File: config.mk
export PLATFORM = sky130hd
export DESIGN_NAME = operand_fetch_stage
export DESIGN_NICKNAME = d
export VERILOG_FILES = /design/src/rtl/rv32_pkg.sv /design/src/rtl/imm_gen.sv /design/src/rtl/operand_fetch_stage.sv
export SDC_FILE = /design/constraint.sdc
export NUM_CORES = 1
export LEC_CHECK = 0
export ABC_AREA = 1
export CORE_AREA = 5 5 102 200
export CTS_CLUSTER_SIZE = 8
export DETAILED_ROUTE_END_ITERATION = 6
export DIE_AREA = 0 0 107 205
export PLACE_DENSITY_LB_ADDON = 0.15
export SLEW_MARGIN = 40
export SYNTH_ARGS = -nofsm -noshare
export SYNTH_HDL_FRONTEND = slang
export SYNTH_SLANG_ARGS = --single-unit
File: constraint.sdc
create_clock -name clock -period 5.35 [get_ports clock]
set_clock_uncertainty 0.2 [all_clocks]
set_input_delay 1.3375 -clock clock [delete_from_list [all_inputs] [get_ports clock]]
set_output_delay 1.3375 -clock clock [all_outputs]
set_load 0.02 [all_outputs]
File: src/rtl/rv32_pkg.sv
// Shared RV32I decode constants: major opcodes and immediate formats.
package rv32_pkg;

  localparam logic [6:0] OP_LOAD   = 7'b0000011;
  localparam logic [6:0] OP_STORE  = 7'b0100011;
  localparam logic [6:0] OP_BRANCH = 7'b1100011;
  localparam logic [6:0] OP_JAL    = 7'b1101111;
  localparam logic [6:0] OP_JALR   = 7'b1100111;
  localparam logic [6:0] OP_LUI    = 7'b0110111;
  localparam logic [6:0] OP_AUIPC  = 7'b0010111;
  localparam logic [6:0] OP_IMM    = 7'b0010011;
  localparam logic [6:0] OP_REG    = 7'b0110011;

  typedef enum logic [2:0] {
    FMT_R,
    FMT_I,
    FMT_S,
    FMT_B,
    FMT_U,
    FMT_J,
    FMT_NONE
  } imm_fmt_t;

endpackage

File: src/rtl/imm_gen.sv
// Combinational opcode-to-format decode and 32-bit sign-extended immediate.
module imm_gen
  import rv32_pkg::*;
(
  input  logic [31:0] instr_i,
  output imm_fmt_t    fmt_o,
  output logic [31:0] imm_o
);

  always_comb begin
    fmt_o = FMT_NONE;
    unique case (instr_i[6:0])
      OP_LOAD, OP_JALR, OP_IMM: fmt_o = FMT_I;
      OP_STORE:                 fmt_o = FMT_S;
      OP_BRANCH:                fmt_o = FMT_B;
      OP_LUI, OP_AUIPC:         fmt_o = FMT_U;
      OP_JAL:                   fmt_o = FMT_J;
      OP_REG:                   fmt_o = FMT_R;
      default:                  fmt_o = FMT_NONE;
    endcase
  end

  always_comb begin
    imm_o = '0;
    case (fmt_o)
      FMT_I: imm_o = {{20{instr_i[31]}}, instr_i[31:20]};
      FMT_S: imm_o = {{20{instr_i[31]}}, instr_i[31:25], instr_i[11:7]};
      FMT_B: imm_o = {{19{instr_i[31]}}, instr_i[31], instr_i[7],
                      instr_i[30:25], instr_i[11:8], 1'b0};
      FMT_U: imm_o = {instr_i[31:12], 12'h000};
      FMT_J: imm_o = {{11{instr_i[31]}}, instr_i[31], instr_i[19:12],
                      instr_i[20], instr_i[30:21], 1'b0};
      default: imm_o = '0;
    endcase
  end

endmodule

File: src/rtl/operand_fetch_stage.sv
// Decode/operand stage: register read with write-back bypass, load-use stall,
// immediate generation and a registered ID/EX slot with valid/ready.
module operand_fetch_stage
  import rv32_pkg::*;
#(
  parameter int unsigned XLEN    = 32,
  parameter int unsigned RADDR_W = 5
) (
  input  logic               clock,
  input  logic               reset_n,
  input  logic               in_valid,
  output logic               in_ready,
  input  logic [XLEN-1:0]    in_pc,
  input  logic [31:0]        in_instr,
  output logic [RADDR_W-1:0] rs1_addr,
  output logic [RADDR_W-1:0] rs2_addr,
  input  logic [XLEN-1:0]    rs1_val,
  input  logic [XLEN-1:0]    rs2_val,
  input  logic               wb_we,
  input  logic [RADDR_W-1:0] wb_addr,
  input  logic [XLEN-1:0]    wb_data,
  input  logic               flush,
  output logic               out_valid,
  input  logic               out_ready,
  output logic [XLEN-1:0]    out_pc,
  output logic [31:0]        out_instr,
  output logic [XLEN-1:0]    out_rs1,
  output logic [XLEN-1:0]    out_rs2,
  output logic [XLEN-1:0]    out_imm,
  output logic [RADDR_W-1:0] out_rd,
  output logic               out_is_load
);

  imm_fmt_t     fmt;
  logic [31:0]  imm32;
  logic         uses_rs1, uses_rs2, has_rd, hazard;
  logic [XLEN-1:0] op1, op2;

  logic               valid_q, valid_d;
  logic [XLEN-1:0]    pc_q, pc_d, rs1_q, rs1_d, rs2_q, rs2_d, imm_q, imm_d;
  logic [31:0]        instr_q, instr_d;
  logic [RADDR_W-1:0] rd_q, rd_d;
  logic               load_q, load_d;

  imm_gen u_imm_gen (
    .instr_i (in_instr),
    .fmt_o   (fmt),
    .imm_o   (imm32)
  );

  assign rs1_addr = RADDR_W'(in_instr[19:15]);
  assign rs2_addr = RADDR_W'(in_instr[24:20]);

  assign uses_rs1 = (fmt == FMT_I) || (fmt == FMT_S) || (fmt == FMT_B) || (fmt == FMT_R);
  assign uses_rs2 = (fmt == FMT_S) || (fmt == FMT_B) || (fmt == FMT_R);
  assign has_rd   = (fmt == FMT_I) || (fmt == FMT_U) || (fmt == FMT_J) || (fmt == FMT_R);

  // x0 reads as zero regardless of bank data or a write-back aimed at it.
  always_comb begin
    op1 = rs1_val;
    op2 = rs2_val;
    if (rs1_addr == '0) op1 = '0;
    else if (wb_we && (wb_addr == rs1_addr)) op1 = wb_data;
    if (rs2_addr == '0) op2 = '0;
    else if (wb_we && (wb_addr == rs2_addr)) op2 = wb_data;
  end

  assign hazard = valid_q && load_q && (rd_q != '0) &&
                  ((uses_rs1 && (rs1_addr == rd_q)) || (uses_rs2 && (rs2_addr == rd_q)));

  assign in_ready = (!valid_q || out_ready) && !hazard && !flush;

  always_comb begin
    valid_d = valid_q;
    pc_d    = pc_q;
    instr_d = instr_q;
    rs1_d   = rs1_q;
    rs2_d   = rs2_q;
    imm_d   = imm_q;
    rd_d    = rd_q;
    load_d  = load_q;
    if (flush) begin
      valid_d = 1'b0;
    end else if (in_valid && in_ready) begin
      valid_d = 1'b1;
      pc_d    = in_pc;
      instr_d = in_instr;
      rs1_d   = op1;
      rs2_d   = op2;
      imm_d   = XLEN'($signed(imm32));
      rd_d    = has_rd ? rs1_addr_rd(in_instr) : '0;
      load_d  = (in_instr[6:0] == OP_LOAD);
    end else if (out_ready) begin
      valid_d = 1'b0;
    end
  end

  function automatic logic [RADDR_W-1:0] rs1_addr_rd(input logic [31:0] instr);
    return RADDR_W'(instr[11:7]);
  endfunction

  always_ff @(posedge clock) begin
    if (!reset_n) begin
      valid_q <= 1'b0;
      pc_q    <= '0;
      instr_q <= '0;
      rs1_q   <= '0;
      rs2_q   <= '0;
      imm_q   <= '0;
      rd_q    <= '0;
      load_q  <= 1'b0;
    end else begin
      valid_q <= valid_d;
      pc_q    <= pc_d;
      instr_q <= instr_d;
      rs1_q   <= rs1_d;
      rs2_q   <= rs2_d;
      imm_q   <= imm_d;
      rd_q    <= rd_d;
      load_q  <= load_d;
    end
  end

  assign out_valid   = valid_q;
  assign out_pc      = pc_q;
  assign out_instr   = instr_q;
  assign out_rs1     = rs1_q;
  assign out_rs2     = rs2_q;
  assign out_imm     = imm_q;
  assign out_rd      = rd_q;
  assign out_is_load = load_q;

endmodule
Yosys cells after proc, flatten, opt, wreduce, memory -nomap -nowiden
Index checks and enable logic that the tools add are counted.
{ "classes": {"eq_ne": 18, "reduce_logical": 32, "bitwise_logic": 2, "muxes": 9} }
{ "op_table": {"columns": ["operator", "n"], "rows": [
  ["$pmux W32 S5", 1],
  ["$mux W32", 4],
  ["$eq A7 B6 Y1 const B", 3],
  ["$eq A7 B7 Y1 const B", 3],
  ["$eq A5 B5 Y1", 4],
  ["$pmux W3 S6", 1],
  ["$eq A7 B5 Y1 const B", 2],
  ["$logic_and A1 B1 Y1", 10],
  ["$logic_not A5 Y1", 2],
  ["$logic_or A1 B1 Y1", 10],
  ["$eq A7 B2 Y1 const B", 1],
  ["$eq A3 B2 Y1 const B", 2],
  ["$eq A3 B3 Y1 const B", 2],
  ["$mux W5", 1],
  ["$reduce_bool A5 Y1", 1],
  ["$reduce_or A2 Y1", 2],
  ["$eq A3 B1 Y1 const B", 1],
  ["$logic_not A1 Y1", 3],
  ["$logic_not A3 Y1", 1],
  ["$reduce_or A3 Y1", 1],
  ["$mux W1", 2],
  ["$not A1 Y1", 2],
  ["$reduce_and A2 Y1", 1],
  ["$reduce_bool A2 Y1", 1]
]} }
{ "totals": {"in_bits": 171, "ff_bits": 167} }

Logic depth before layout (Yosys ltp)
{ "depth": {"depth_word": 15, "depth_mapped": 15, "mapped_depth_nobuf": 13} }

Cells and area by module
A second synthesis with hierarchy kept.
{ "hier_totals": {"hier_cells": 1556, "area_unflattened_um2": 9307.7} }
{ "modules_own_cells": {"columns": ["module", "cells_each", "seq_area_each_um2", "area_each_um2", "instances"], "rows": [
  ["operand_fetch_stage", 1403, 3343.2, 8567.0, 1],
  ["imm_gen", 153, 0.0, 740.7, 1]
]} }

Worst setup path after synthesis
OpenSTA, ideal clock, no wires.
{ "synth_path": {"kind": "in2out", "from": "in in_instr[1]", "to": "out in_ready", "path_slack_ps": 1128, "path_buffers": 1, "cell_stages": 12, "arrival_time_ps": 2685, "path_cell_list": "nand2_1 inv_1 nand2_1 inv_2 nand2_2 nand3_2 nand2_1 nand2_1 a21oi_2 buf_2 inv_1 nor2_1"} }
{ "synth_via": {"elab_chain_len": 13, "word_cells_on_any_way": 28, "classes_between": "12 x eq/ne; 1 x mux; 15 x reduce/logical"} }
{ "synth_lines": {"columns": ["element", "line_no", "rtl"], "rows": [
  ["start, declared", "operand_fetch_stage.sv:14", "input logic [31:0] in_instr,"],
  ["$eq A7 B2 Y1 (tied with other cells)", "imm_gen.sv:12", "unique case (instr_i[6:0])"],
  ["$reduce_or A3 Y1 or $reduce_or A2 Y1 (tied branches)", "imm_gen.sv:12", null],
  ["$pmux W3 S6 *", "imm_gen.sv:12", null],
  ["$eq A3 B1 Y1 or $eq A3 B2 Y1 (tied branches)", "operand_fetch_stage.sv:54, operand_fetch_stage.sv:55", null],
  ["$logic_or A1 B1 Y1 (3 in series)", "operand_fetch_stage.sv:54", "assign uses_rs1 = (fmt == FMT_I) || (fmt == FMT_S) || (fmt == FMT_B) || (fmt == FMT_R);"],
  ["$logic_and A1 B1 Y1", "operand_fetch_stage.sv:69", "((uses_rs1 && (rs1_addr == rd_q)) || (uses_rs2 && (rs2_addr == rd_q)));"],
  ["$logic_or A1 B1 Y1 *", "operand_fetch_stage.sv:69", null],
  ["$logic_and A1 B1 Y1 *", "operand_fetch_stage.sv:68", "assign hazard = valid_q && load_q && (rd_q != '0) &&"],
  ["$logic_not A1 Y1 *", "operand_fetch_stage.sv:71", "assign in_ready = (!valid_q || out_ready) && !hazard && !flush;"],
  ["$logic_and A1 B1 Y1 * (2 in series)", "operand_fetch_stage.sv:71", null],
  ["end, declared", "operand_fetch_stage.sv:12", "output logic in_ready,"]
]} }
Mark *: on every way between the ends. The rest lies on a longest branch, timed or not.

Worst setup path in the final report
{ "layout_path": {"from": "in in_instr[15]", "to": "out in_ready"} }
{ "layout_via": {"elab_chain_len": 7} }
{ "layout_lines": {"columns": ["element", "line_no"], "rows": [
  ["$eq A5 B5 Y1", "operand_fetch_stage.sv:69"],
  ["$logic_and A1 B1 Y1", "operand_fetch_stage.sv:69"],
  ["$logic_or A1 B1 Y1", "operand_fetch_stage.sv:69"],
  ["$logic_and A1 B1 Y1", "operand_fetch_stage.sv:68"],
  ["$logic_not A1 Y1", "operand_fetch_stage.sv:71"],
  ["$logic_and A1 B1 Y1 (2 in series)", "operand_fetch_stage.sv:71"]
]} }
No other way between the ends.

==> flow_metrics.py <==
metrics = {
    "outcome": {
        "result_of_the_run": "completed",
    },
    "floorplanning": {
        "core_sq_mm": 0.0187,
        "initial_core_util": 0.471,
        "placementRows": 71,
        "die_area_sq_mm": 0.0219,
        "io-pin-count": 349,
        "die_h_microns": 205,
        "die-width_microns": 107,
    },
    "synth": {
        "synth.yosys.warnings": 0,
        "yosysMostFrequentCell": "sky130_fd_sc_hd__nand2_1",
        "synth_sequential_area_ratio": 0.381,
        "syn-num-nets": 1584,
        "synth.avg_cell_area_sq_um": 6.22,
        "synth_edf_count": 0,
        "syn_inst": 1413,
        "netlist.area_leader.share": 0.381,
        "synthArstFlopShare": 0,
        "cell_type_with_the_highest_aggregate_area_in_the_netlist": "sky130_fd_sc_hd__dfxtp_1",
        "netlist_area_sq_mm": 0.00879,
        "prevailing_post_synth_register_cell": "sky130_fd_sc_hd__dfxtp_1",
        "yosys.cell_types.count": 33,
        "synthTopCellsByCount": "337 x sky130_fd_sc_hd__nand2_1, 286 x sky130_fd_sc_hd__nor2_1, 232 x sky130_fd_sc_hd__inv_1",
        "synthTopCellsByArea": "sky130_fd_sc_hd__dfxtp_1 38%, sky130_fd_sc_hd__nand2_1 14%, sky130_fd_sc_hd__nor2_1 12%",
        "synth.ff_latch_count": 167,
    },
    "sta": {
        "setup_viol": 0,
        "timing.final.max_slew_violations": 0,
        "final.hold.worst_slack_ns": 0.264,
        "final.period_utilization": 0.921,
        "timing.fmax_ghz": 0.203,
        "max_slew.worst_pin.slew_ns": 0.785,
        "fin_crit_ns": 4.93,
        "slew_headroom": 0.476,
        "rsz0062_at_grt": "false",
        "setup_total_negative_slack_ns": 0,
        "hold_viol_final": 0,
    },
    "worst_setup_path": {
        "worst_setup_path_startpoint": "in_instr[15]",
        "cp_max_fo": 5,
        "slowest_stage": "sky130_fd_sc_hd__clkdlybuf4s50_1",
        "timing_worst_setup_path_type": "input pin to output port",
        "worstPathBufferInverterCount": 4,
        "crit_path_cell_trace": "clkdlybuf4s50_1, inv_1, nand2_1, nand4_1, nor2_1, nand2_1, nand2_1, a21oi_2, inv_1, nor2_1, clkdlybuf4s50_1",
        "cp.arrival_ns": 3.39,
        "cpPeakStageDelay_ns": 0.61,
        "cp.required_ns": 3.81,
        "crit_path_start_kind": "input pin",
        "critical-path-top-cell-by-count": "sky130_fd_sc_hd__nand2_1",
        "critical-path-top-delay-family": "buffers and inverters",
        "cp-end-kind": "output port",
        "critical_path.reg2reg.startpoint": "out_rd[1]",
    },
    "power_and_ir_drop": {
        "power.static_leakage_nw": 6.11,
        "swShare": 0.286,
        "ir_drop_mv": 0.209,
        "power.clock.fraction": 0.372,
        "seq_power_share": 0.402,
        "internal-power_mw": 2.42,
        "power_frac_comb": 0.226,
        "power_density_mw_per_mm2": 264,
        "switching_power_uw": 968,
    },
    "grt": {
        "globalRouteTotalUtil": 0.296,
        "vias_in_the_first_global_route": 9242,
        "grt_first_pass_wirelength_microns": 50200,
        "initial_antenna_violation_count": 0,
        "grt_start_max_net_pins": 93,
        "global_route.overflow_total": 0,
    },
    "clock_tree": {
        "clk_transition_reported_paths_ns": 0.07,
        "cts_tree": "done",
        "numCtsBuffers": 17,
        "clock_tree.root_cell": "sky130_fd_sc_hd__clkbuf_16",
        "ctsHoldBuffers": 0,
        "postCtsSetupBuffers": 0,
        "tritoncts_sink_count": 167,
        "h_tree_level_count": 4,
        "clk_path_buf_depth": 2,
        "worst_skew_pair.late_latency_ns": 0.43,
        "cts-resized-gates": 0,
    },
    "place": {
        "placement.cell_area_sq_mm": 0.0122,
        "detailedPlacementHpwl_microns": 25400,
        "port_buffers": 348,
        "gp_routability_congestion": 0.919,
    },
    "route": {
        "final_antenna_net_count": 0,
        "detail_route.wl_per_cell_microns": 17.1,
        "drt_first_pass_iters": 5,
        "detail_route.iter0.violations": 438,
        "routed_wirelength_microns": 33200,
        "route.detailed.drc": 0,
        "detail_route.vias_per_cell": 5.01,
        "vias": 9720,
    },
    "finish": {
        "num-nets-final": 1880,
        "area.growth.synth_to_final_pct": 46.2,
        "n_fill_cell": 1672,
        "seqCellArea_sq_mm": 0.00334,
        "antenna_cells": 0,
        "drive_above_1_share": 0.0424,
        "final_cell_area_sq_mm": 0.0128,
        "multi_input_logic_area_sq_mm": 0.00402,
        "finish.utilization": 0.689,
    },
    "hold_path": {
        "holdCritStartpoint": "out_instr[28]",
        "min_path_type": "flip-flop to flip-flop",
    },
    "run": {
        "max_cap_violations": 0,
    },
}
[worst paths after layout]
path                    to  slack (ns)  cells after the start
max reg2reg    out_rs2[11]        2.76                     13
max               in_ready        0.42                     11
min reg2reg  out_instr[28]        0.26                      2
min          out_instr[28]        0.26                      2
[cell type report]
cell class / instances / area share
tap: 219 / 0.0213
clock buffer: 20 / 0.0348
clock inverter: 12 / 0.0119
inverter: 241 / 0.0704
timing repair buffer: 369 / 0.288
sequential: 167 / 0.260
multi-input combinational: 913 / 0.313
[power groups by stage]
stage                     Sequential [mW]  Combinational [mW]  Clock, mW
after global placement               1.39               0.758          0
after CTS                            1.36               0.771       1.28
after detailed placement             1.39               0.765          0
final                                1.36               0.767       1.26
after global routing                 1.37               0.833       1.34
after floorplan                      1.48               0.288          0
[state kept, by name, indices dropped and copies added, names as in the netlist]
signal / cells
out_rs1: 32
out_imm: 32
out_rs2: 32
out_is_load: 1
out_pc: 32
out_instr: 32
out_valid: 1
out_rd: 5
[logic make-up (layout without fill, tap and decap cells)]
group | count (synthesis) | after routing | synth area share
compound gates | 209 | 209 | 0.128
xor+xnor | 7 | 7 | 0.00698
buf+inv | 333 | 642 | 0.163
flops | 167 | 167 | 0.381
simple gates | 697 | 697 | 0.321
[cell usage in the layout (no fill, tap or decap), types with 4 or more instances in the layout]
cell type and count:
sky130_fd_sc_hd__dfxtp_1 167, sky130_fd_sc_hd__o2111ai_1 12, sky130_fd_sc_hd__nand4_1 51, sky130_fd_sc_hd__clkinv_2 4, sky130_fd_sc_hd__buf_12 5, sky130_fd_sc_hd__o22ai_1 5, sky130_fd_sc_hd__clkinv_4 4, sky130_fd_sc_hd__o21ai_1 14
sky130_fd_sc_hd__nand2_1 337, sky130_fd_sc_hd__nor2_1 286, sky130_fd_sc_hd__buf_4 16, sky130_fd_sc_hd__clkbuf_16 17, sky130_fd_sc_hd__inv_2 10, sky130_fd_sc_hd__a21oi_1 94, sky130_fd_sc_hd__o221ai_1 4, sky130_fd_sc_hd__xor2_1 6
sky130_fd_sc_hd__o21ai_0 74, sky130_fd_sc_hd__clkdlybuf4s50_1 347, sky130_fd_sc_hd__inv_1 231, sky130_fd_sc_hd__nand3_1 9
[routing by layer]
layer | track usage | vias up | share of wire
met4 | 0.178 | 0 | 0.062
li1 | - | 4913 | -
met1 | 0.300 | 4333 | 0.34
met2 | 0.545 | 382 | 0.52
met3 | 0.0637 | 92 | 0.070
met5 | 0 | - | 0
[stage by stage]
step                setup WS [ns]  total power, mW  instances
global placement            0.428             2.15       1908
detailed placement          0.422             2.16       1909
CTS                         0.418             3.42       1941
finish                      0.420             3.39       1941
floorplan                    1.13             1.77       1413
global route                0.303             3.54       1941
[worst min-delay path: cells and delay by family (launching register included)]
family	cells	cell delay, ns
AOI/OAI and AO/OA	1	0.05
DFF	1	0.31
and+or+nand+nor	1	0.06
Note: power is estimated with default switching activity, not from simulation.
